<file path="config.mk">
export PLATFORM = sky130hd
export DESIGN_NAME = ena_scheduler
export DESIGN_NICKNAME = d
export VERILOG_FILES = /design/src/rtl/ena_scheduler_pkg.sv /design/src/rtl/ena_scheduler_rr_pick.sv /design/src/rtl/ena_scheduler.sv
export SDC_FILE = /design/constraint.sdc
export NUM_CORES = 1
export LEC_CHECK = 0
export ABC_AREA = 1
export BUFFER_PORTS_ARGS = -buffer_cell sky130_fd_sc_hd__buf_2
export CORE_ASPECT_RATIO = 0.9
export CORE_MARGIN = 2
export CORE_UTILIZATION = 55
export DETAILED_ROUTE_END_ITERATION = 7
export HOLD_SLACK_MARGIN = 0.05
export PLACE_DENSITY_LB_ADDON = 0.15
export SLEW_MARGIN = 20
export SYNTH_ARGS = -nofsm -noshare
export SYNTH_HDL_FRONTEND = slang
export SYNTH_SLANG_ARGS = --single-unit
</file>
<file path="constraint.sdc">
create_clock -name clk -period 3.7 [get_ports clk]
set_input_delay 0 -clock clk [delete_from_list [all_inputs] [get_ports clk]]
set_output_delay 0 -clock clk [all_outputs]
set_load 0.005 [all_outputs]
</file>
<file path="src/rtl/ena_scheduler_pkg.sv">
// Shared definitions for the enable scheduler: FSM state type, counter width
// and Galois LFSR tap masks.
package sched_pkg;

   localparam int unsigned STEPS_W = 16;

   typedef enum logic [1:0] {
      ST_IDLE   = 2'd0,
      ST_SELECT = 2'd1,
      ST_FIRE   = 2'd2,
      ST_DONE   = 2'd3
   } state_e;

   // Right-shifting Galois tap masks for maximal-length polynomials.
   function automatic logic [63:0] lfsr_taps(input int unsigned w);
      logic [63:0] taps;
      case (w)
         3:       taps = 64'h6;
         4:       taps = 64'hC;
         5:       taps = 64'h14;
         6:       taps = 64'h30;
         7:       taps = 64'h60;
         8:       taps = 64'hB8;
         10:      taps = 64'h240;
         12:      taps = 64'hE08;
         16:      taps = 64'hB400;
         24:      taps = 64'hE10000;
         32:      taps = 64'hA3000000;
         default: taps = 64'hB400;
      endcase
      return taps;
   endfunction

endpackage

</file>
<file path="src/rtl/ena_scheduler_rr_pick.sv">
// Wrap-around first-one finder: lowest set bit of req at or above base,
// wrapping past the top index back to 0.
module rr_pick #(
   parameter int unsigned N  = 8,
   parameter int unsigned IW = 3
) (
   input  logic [N-1:0]  req,
   input  logic [IW-1:0] base,
   output logic [IW-1:0] idx,
   output logic          valid
);

   // Scan N positions starting at base; the first hit wins.
   always_comb begin
      int unsigned pos;
      idx   = '0;
      valid = 1'b0;
      pos   = 0;
      for (int unsigned i = 0; i < N; i++) begin
         pos = 32'(base) + i;
         if (pos >= N) pos = pos - N;
         if (!valid && req[pos[IW-1:0]]) begin
            valid = 1'b1;
            idx   = pos[IW-1:0];
         end
      end
   end

endmodule

</file>
<file path="src/rtl/ena_scheduler.sv">
// Enable scheduler: repeatedly picks one excited signal and pulses its enable
// for a single cycle, in round-robin or LFSR-driven pseudo-random order,
// until the firing budget is spent or nothing is excited.
module ena_scheduler
   import sched_pkg::*;
#(
   parameter int unsigned ENA_BITS = 8,
   parameter int unsigned LFSR_W   = 16
) (
   input  logic                clk,
   input  logic                reset,
   input  logic                start,
   input  logic                mode,
   input  logic [LFSR_W-1:0]   seed,
   input  logic [STEPS_W-1:0]  max_steps,
   input  logic                hold,
   input  logic [ENA_BITS-1:0] excited,
   output logic [ENA_BITS-1:0] ena,
   output logic                busy,
   output logic                done,
   output logic                deadlock,
   output logic [STEPS_W-1:0]  steps
);

   localparam int unsigned        IW       = (ENA_BITS > 1) ? $clog2(ENA_BITS) : 1;
   localparam logic [IW-1:0]      LAST_IDX = IW'(ENA_BITS - 1);
   localparam logic [LFSR_W-1:0]  TAPS     = LFSR_W'(lfsr_taps(LFSR_W));

   state_e               state_q, state_d;
   logic [ENA_BITS-1:0]  ena_q, ena_d;
   logic [IW-1:0]        ptr_q, ptr_d;
   logic [LFSR_W-1:0]    lfsr_q, lfsr_d;
   logic                 mode_q, mode_d;
   logic [STEPS_W-1:0]   max_q, max_d;
   logic [STEPS_W-1:0]   steps_q, steps_d;
   logic                 deadlock_q, deadlock_d;
   logic                 done_q, done_d;

   logic [LFSR_W-1:0]    lfsr_next;
   logic [STEPS_W-1:0]   steps_inc;
   logic [IW-1:0]        base;
   logic [IW-1:0]        pick_idx;
   logic                 pick_valid;

   assign lfsr_next = lfsr_q[0] ? ((lfsr_q >> 1) ^ TAPS) : (lfsr_q >> 1);
   assign steps_inc = steps_q + STEPS_W'(1);
   assign base      = mode_q ? IW'(lfsr_q % LFSR_W'(ENA_BITS)) : ptr_q;

   rr_pick #(
      .N  (ENA_BITS),
      .IW (IW)
   ) u_pick (
      .req   (excited),
      .base  (base),
      .idx   (pick_idx),
      .valid (pick_valid)
   );

   // Next-state and datapath updates for the IDLE/SELECT/FIRE/DONE sequence.
   always_comb begin
      state_d    = state_q;
      ena_d      = '0;
      ptr_d      = ptr_q;
      lfsr_d     = lfsr_q;
      mode_d     = mode_q;
      max_d      = max_q;
      steps_d    = steps_q;
      deadlock_d = deadlock_q;
      unique case (state_q)
         ST_IDLE, ST_DONE: begin
            if (start) begin
               state_d    = ST_SELECT;
               mode_d     = mode;
               max_d      = max_steps;
               lfsr_d     = (seed == '0) ? LFSR_W'(1) : seed;
               steps_d    = '0;
               deadlock_d = 1'b0;
               ptr_d      = '0;
            end
         end
         ST_SELECT: begin
            if (!hold) begin
               if (!pick_valid) begin
                  state_d    = ST_DONE;
                  deadlock_d = 1'b1;
               end else begin
                  state_d = ST_FIRE;
                  ena_d   = ENA_BITS'(1) << pick_idx;
                  if (mode_q) lfsr_d = lfsr_next;
                  else        ptr_d  = (pick_idx == LAST_IDX) ? '0 : pick_idx + IW'(1);
               end
            end
         end
         ST_FIRE: begin
            steps_d = steps_inc;
            if (max_q != '0 && steps_inc == max_q) state_d = ST_DONE;
            else                                   state_d = ST_SELECT;
         end
         default: state_d = ST_IDLE;
      endcase
      done_d = (state_d == ST_DONE) && (state_q != ST_DONE);
   end

   // State registers with synchronous reset.
   always_ff @(posedge clk) begin
      if (reset) begin
         state_q    <= ST_IDLE;
         ena_q      <= '0;
         ptr_q      <= '0;
         lfsr_q     <= LFSR_W'(1);
         mode_q     <= 1'b0;
         max_q      <= '0;
         steps_q    <= '0;
         deadlock_q <= 1'b0;
         done_q     <= 1'b0;
      end else begin
         state_q    <= state_d;
         ena_q      <= ena_d;
         ptr_q      <= ptr_d;
         lfsr_q     <= lfsr_d;
         mode_q     <= mode_d;
         max_q      <= max_d;
         steps_q    <= steps_d;
         deadlock_q <= deadlock_d;
         done_q     <= done_d;
      end
   end

   assign ena      = ena_q;
   assign busy     = (state_q == ST_SELECT) || (state_q == ST_FIRE);
   assign done     = done_q;
   assign deadlock = deadlock_q;
   assign steps    = steps_q;

endmodule

</file>
# Word-level counts from Yosys, hierarchy flattened
# Cells that the tools add are included.
# word_totals
inputBits	45
ff_bits	64
wordCells	153
# classes
n_addsub	17
bitwise_logic	3
shift	1
magnitude_cmp	16
n_mux	65
n_eq_ne	13
n_reduce_logical	29
# op_table
operator	n
2-to-1 mux 16 bit	7
2-to-1 mux 3 bit	22
case mux 16 bit (2 select lines)	2
less-than comparator 3 x 4 -> 1 bit, second input constant	8
>= comparator 4 bit, second input constant	7
binary-select mux 1 bit (select 3 bit)	8
subtractor 3 x 1 -> 3 bit, second input constant	8
2-to-1 mux 1 bit	20
adder 16 x 1 -> 16 bit, second input constant	1
adder 3 x 3 -> 4 bit, second input constant	4
== test 16 bit	1
logical NOT 16 bit	1
nonzero test 16 bit	1
!= test 2 bit, second input constant	7
AND reduction 5 bit	2
logical AND 1 bit	9
adder 3 x 2 -> 4 bit, second input constant	2
left shift 1 x 3 -> 8 bit, first input constant	1
logical NOT 1 bit	7
== test 2 bit, second input constant	3
2-to-1 mux 2 bit	3
case mux 2 bit (3 select lines)	1
case mux 3 bit (2 select lines)	1
adder 3 x 1 -> 4 bit, second input constant	1
14 further kinds	17

# Longest topological paths before layout
# depth
ltp_word	33
ltp_mapped	25

# Modules after synthesis
# A second synthesis with hierarchy kept.
# unflattened
hier_cells	628
area_unflattened_um2	4050.1
# by_module_without_submodules
mod	area_per_inst_um2	cells_each	instances
ena_scheduler	3339.5	491	1
rr_pick	710.7	137	1

# Worst setup path after synthesis
# No wires, ideal clock.
# synth_path
kind	register -> register
startpoint	reg mode_q
endpoint	reg ptr_q[2]
arrival_time_ns	2.910
setup_ns	0.132
required_ns	3.568
slack_ns	0.658
n_path_buf	1
stages_incl_launch_ff	19
synth_period_minus_slack_ns	3.042
cell_sequence	dfxtp_1 -> buf_6 -> inv_8 -> nand2_1 -> nand2_4 -> ha_1 -> inv_1 -> nand3_1 -> nand2_1 -> o21ai_0 -> inv_1 -> nand4_1 -> o21ai_0 -> o22ai_1 -> inv_1 -> ha_1 -> ha_1 -> nand2_1 -> a21oi_1
# synth_between
elab_chain_len	33
elab_cells_between_ends	88
cone_classes	add/sub: 16; order compare: 8; eq/ne: 3; mux: 46; reduce/logical: 15
# synth_lines
element	line	source
start, declared	ena_scheduler.sv:33	logic mode_q, mode_d;
start signal, assigned	ena_scheduler.sv:121	mode_q <= mode_d;
parallel branches: the longest is 33 deep, another holds adder 3 x 1 -> 4 bit	n/a	
end signal, assigned	ena_scheduler.sv:119	ptr_q <= ptr_d;
end, declared	ena_scheduler.sv:31	logic [IW-1:0] ptr_q, ptr_d;
# Several ways; the timed one is not identified. The select of a mux whose other input is x is not followed.
# A chain may end at the register's enable or synchronous reset.

# Final worst setup path
# layout_path
startpoint	reg lfsr_q[0]
endpoint	reg ptr_q[2]
# layout_between
elab_chain_len	33
elab_cells_between_ends	87
cone_classes	add/sub: 16; order compare: 8; eq/ne: 2; mux: 46; reduce/logical: 15
# layout_lines
element	line	source
start, declared	ena_scheduler.sv:32	logic [LFSR_W-1:0] lfsr_q, lfsr_d;
start signal, assigned	ena_scheduler.sv:120	lfsr_q <= lfsr_d;
2-to-1 mux 3 bit *	ena_scheduler.sv:47	assign base = mode_q ? IW'(lfsr_q % LFSR_W'(ENA_BITS)) : ptr_q;
parallel branches: the longest is 32 deep, another holds adder 3 x 1 -> 4 bit	n/a	
# Mark *: on every way between the ends. The select of a mux whose other input is x is not followed.

==> results.cfg <==
[global_routing]
met1_usage_pct = 39.6
track_usage_pct = 27.4
grt_use_met3_pct = 5.46
overflow = 0
grt_first_pass_wirelength_mm = 19.0
grt_use_met2_pct = 41.9
antenna_found_initial = 0
first_global_vias = 4067
busiest_layer = met2
grt_max_degree = 35

[clocking]
insertion_delay_ns = 0.34
clockBufferDepth = 2
cts_sinks = 64
cts_tree = done
cts-root-buf = clkbuf_8
numCtsBuffers = 9
cts_htree_levels = 3
cts.clk_slew.worst_paths_ns = 0.07

[synth]
synth_compound_area_share_pct = 13.1
ys_types = 38
ys_seq_area_share_pct = 30.2
synthSimpleGateAreaFrac_pct = 38.9
syn_area_per_cell_um2 = 6.50
synth_most_common_cell = nand2_1
synthCells = 653
synth.area.mux_share_pct = 1.59
yosys-top-cells-area = dfxtp_1 (30%), nand2_1 (14%), nand3_1 (8.6%)
synth.cells.most_frequent = nand2_1 (153), inv_1 (82), nand3_1 (73)
synth-async-reset-ratio_pct = 0
synth_adder_area_share_pct = 3.24
synthXorXnorAreaFrac_pct = 2.48
synthesis.nets = 709
synth-seq-cells = 64
synthFlopType = dfxtp_1
ys.warnings.count = 0
synth_area_leader_cell = dfxtp_1
syn-cell-area_um2 = 4250
synth-edff-count = 0
synth_top_family_by_area = simple AND/OR/NAND/NOR gates
synth_top_area_share_pct = 30.2

[setup_path]
critPathMaxStageDelay_ns = 0.42
crit_type = reg -> reg
cp_slowest_cell = dfxtp_2
cp_top_family = simple AND/OR/NAND/NOR gates
startpoint = lfsr_q[0]$_SDFFE_PP1P_
ff2ff_path_depth = 17
cp.required_ns = 3.88
crit_chain = inv_1 > nand2_1 > nand2_2 > ha_2 > inv_1 > nand3_1 > nand3_1 > nand2_1 > nand4_4 > nor2_4 > nand4_1 > o22ai_2 > inv_1 > ha_1 > ha_1 > nand2_1 > a21oi_1
reg2reg_from = lfsr_q[0]$_SDFFE_PP1P_
cp_num_buf_inv = 3
cp_max_fo = 7
crit_cells = 17
worstPathArrival_ns = 3.54
end_kind = flip-flop
cp-start-kind = flip-flop

[sta]
finalSetupTns_ns = 0
maxSlewHeadroom_pct = 40.5
tightest_slew_ns = 0.890
finalHoldViolCount = 0
fmax_ghz = 0.298
setup_viol = 0
rsz0062_at_grt = no
timing.final.crit_share_pct = 90.7
slew_viol_final = 0
fin_worst_skew_ns = 0.0121
whs_ns = 0.0727
fin_crit_ns = 3.36

[worst_hold_path]
min_from = seed[8]
whs_path_depth = 5
min-delay-path-class = in -> reg

[die]
design.die.area_um2 = 8440
fp-row-count = 30
die_h_um = 87.3
coreArea_um2 = 7510
initial_utilization_pct = 56.6
ios = 72
fp.dieW_um = 96.6

[routing]
routedWlPerCell_um = 13.8
vias = 4559
drt_iter0_drc = 328
wirelength_mm = 11.6
vias_per_cell = 5.43
drt_first_pass_iters = 5
ant_nets = 0
remaining_drc_errors = 0

[run]
max_cap_violations = 0

[cells_and_area]
area_growth_pct = 20.1
fin_nets = 795
layout-drive-gt1-share_pct = 17.3
fillers = 662
multi_input_area_um2 = 2530
n_antenna_cell = 0
ff_latch_area_um2 = 1290

[pwr]
peakVddDrop_v = 0.000291
p_int_mw = 1.51
pwr-share-clk_pct = 25.8
p_sw_share_pct = 40.6
power_frac_comb_pct = 42.4
p_per_area_nw_per_um2 = 498
seqPwrFrac_pct = 31.8
power.switching_mw = 1.03
leakage_nw = 2.34

[place]
port_buffers = 71
dp.final_hpwl_mm = 8.25
place.gp.congestion = 0.925

[run_status]
outcome = finished, final reports clean
==> stage by stage <==
| stage | area [um^2] | power, mW | util (%) | setup slack [ns] | instances |
|---|---|---|---|---|---|
| 3_5_place_dp | 4640 | 1.84 | 61.8 | 0.106 | 802 |
| 4_1_cts | 5080 | 2.52 | 67.7 | 0.0745 | 840 |
| 6_report | 5100 | 2.54 | 67.9 | 0.344 | 840 |
| 5_1_grt | 5100 | 2.73 | 67.9 | 0.0378 | 840 |
| 2_1_floorplan | 4250 | 1.62 | - | 0.658 | 653 |
| 3_3_place_gp | 4640 | 1.83 | 61.8 | 0.199 | 802 |
==> final timing paths <==
path | slack [ns] | end
worst max-delay path | 0.34 | ptr_q[2]$_SDFFE_PP0P_
worst min-delay path | 0.07 | lfsr_q[8]$_SDFFE_PP0P_
worst max register to register | 0.34 | ptr_q[2]$_SDFFE_PP0P_
worst min register to register | 0.46 | lfsr_q[8]$_SDFFE_PP0P_
==> power by group through the flow <==
stage,sequential (mW),combinational [mW],clock [mW]
after floorplan,0.801,0.820,0
after global placement,0.817,1.02,0
after detailed placement,0.820,1.02,0
after CTS,0.805,1.05,0.662
after global routing,0.815,1.22,0.692
final,0.807,1.08,0.654
==> state kept, by name (all words and copies together), names as in the netlist <==
| register | flops |
|---|---|
| mode_q | 1 |
| steps | 16 |
| lfsr_q | 16 |
| deadlock | 1 |
| ena | 8 |
| ptr_q | 3 |
| max_q | 16 |
| done | 1 |
| state_q | 2 |
==> cell usage in the layout (no fill, tap or decap), types with 5 or more instances in the layout <==
master,Yosys,final
xor2_1,11,11
dfxtp_1,64,62
nand3_1,73,73
o21ai_0,36,36
nor2_1,54,54
buf_2,1,71
dlygate4sd3_1,0,22
mux2_2,6,6
nor4_1,5,5
clkbuf_8,0,13
nand2_2,8,8
inv_1,82,82
nand4_1,27,27
nor3_1,9,9
nand2_1,153,153
ha_1,11,10
a21oi_1,56,56
==> cells by family after synthesis <==
family / Yosys count
muxes: 6
and+or+nand+nor: 347
adders and majority gates: 11
AOI/OAI and AO/OA: 104
buffers and inverters: 109
DFF: 64
xor gates and xnor gates: 12
==> worst reg2reg max path, stage by stage (launching register included) <==
cell and delay [ns]:
dfxtp_2 0.42, inv_1 0.12, nand2_1 0.13, nand2_2 0.09
ha_2 0.39, inv_1 0.15, nand3_1 0.15, nand3_1 0.10
nand2_1 0.15, nand4_4 0.15, nor2_4 0.15, nand4_1 0.20
o22ai_2 0.27, inv_1 0.09, ha_1 0.22, ha_1 0.29
nand2_1 0.06, a21oi_1 0.05
==> layer usage <==
layer  vias up  wire length, um
li1       2328                -
met1      2041             5610
met2       177             5070
met3        13              805
met4         0              140
met5         -                0
==> layout make-up <==
| cell class | count | share of cell area [%] |
|---|---|---|
| Sequential cell | 64 | 25.2 |
| Clock inverter | 2 | 0.687 |
| Tap cell | 96 | 2.36 |
| Inverter | 87 | 6.55 |
| Clock buffer | 14 | 3.58 |
| Multi-Input combinational cell | 480 | 49.7 |
| Timing Repair Buffer | 97 | 11.9 |
==> what timing repair did <==
item                                    CTS  global route
hold buffers                             22             0
endpoints found under the setup margin    0             3
setup buffers                             0             0
resized for setup                         0             6
hold endpoints to repair                 21             0
(Power assumes the default switching activity.)
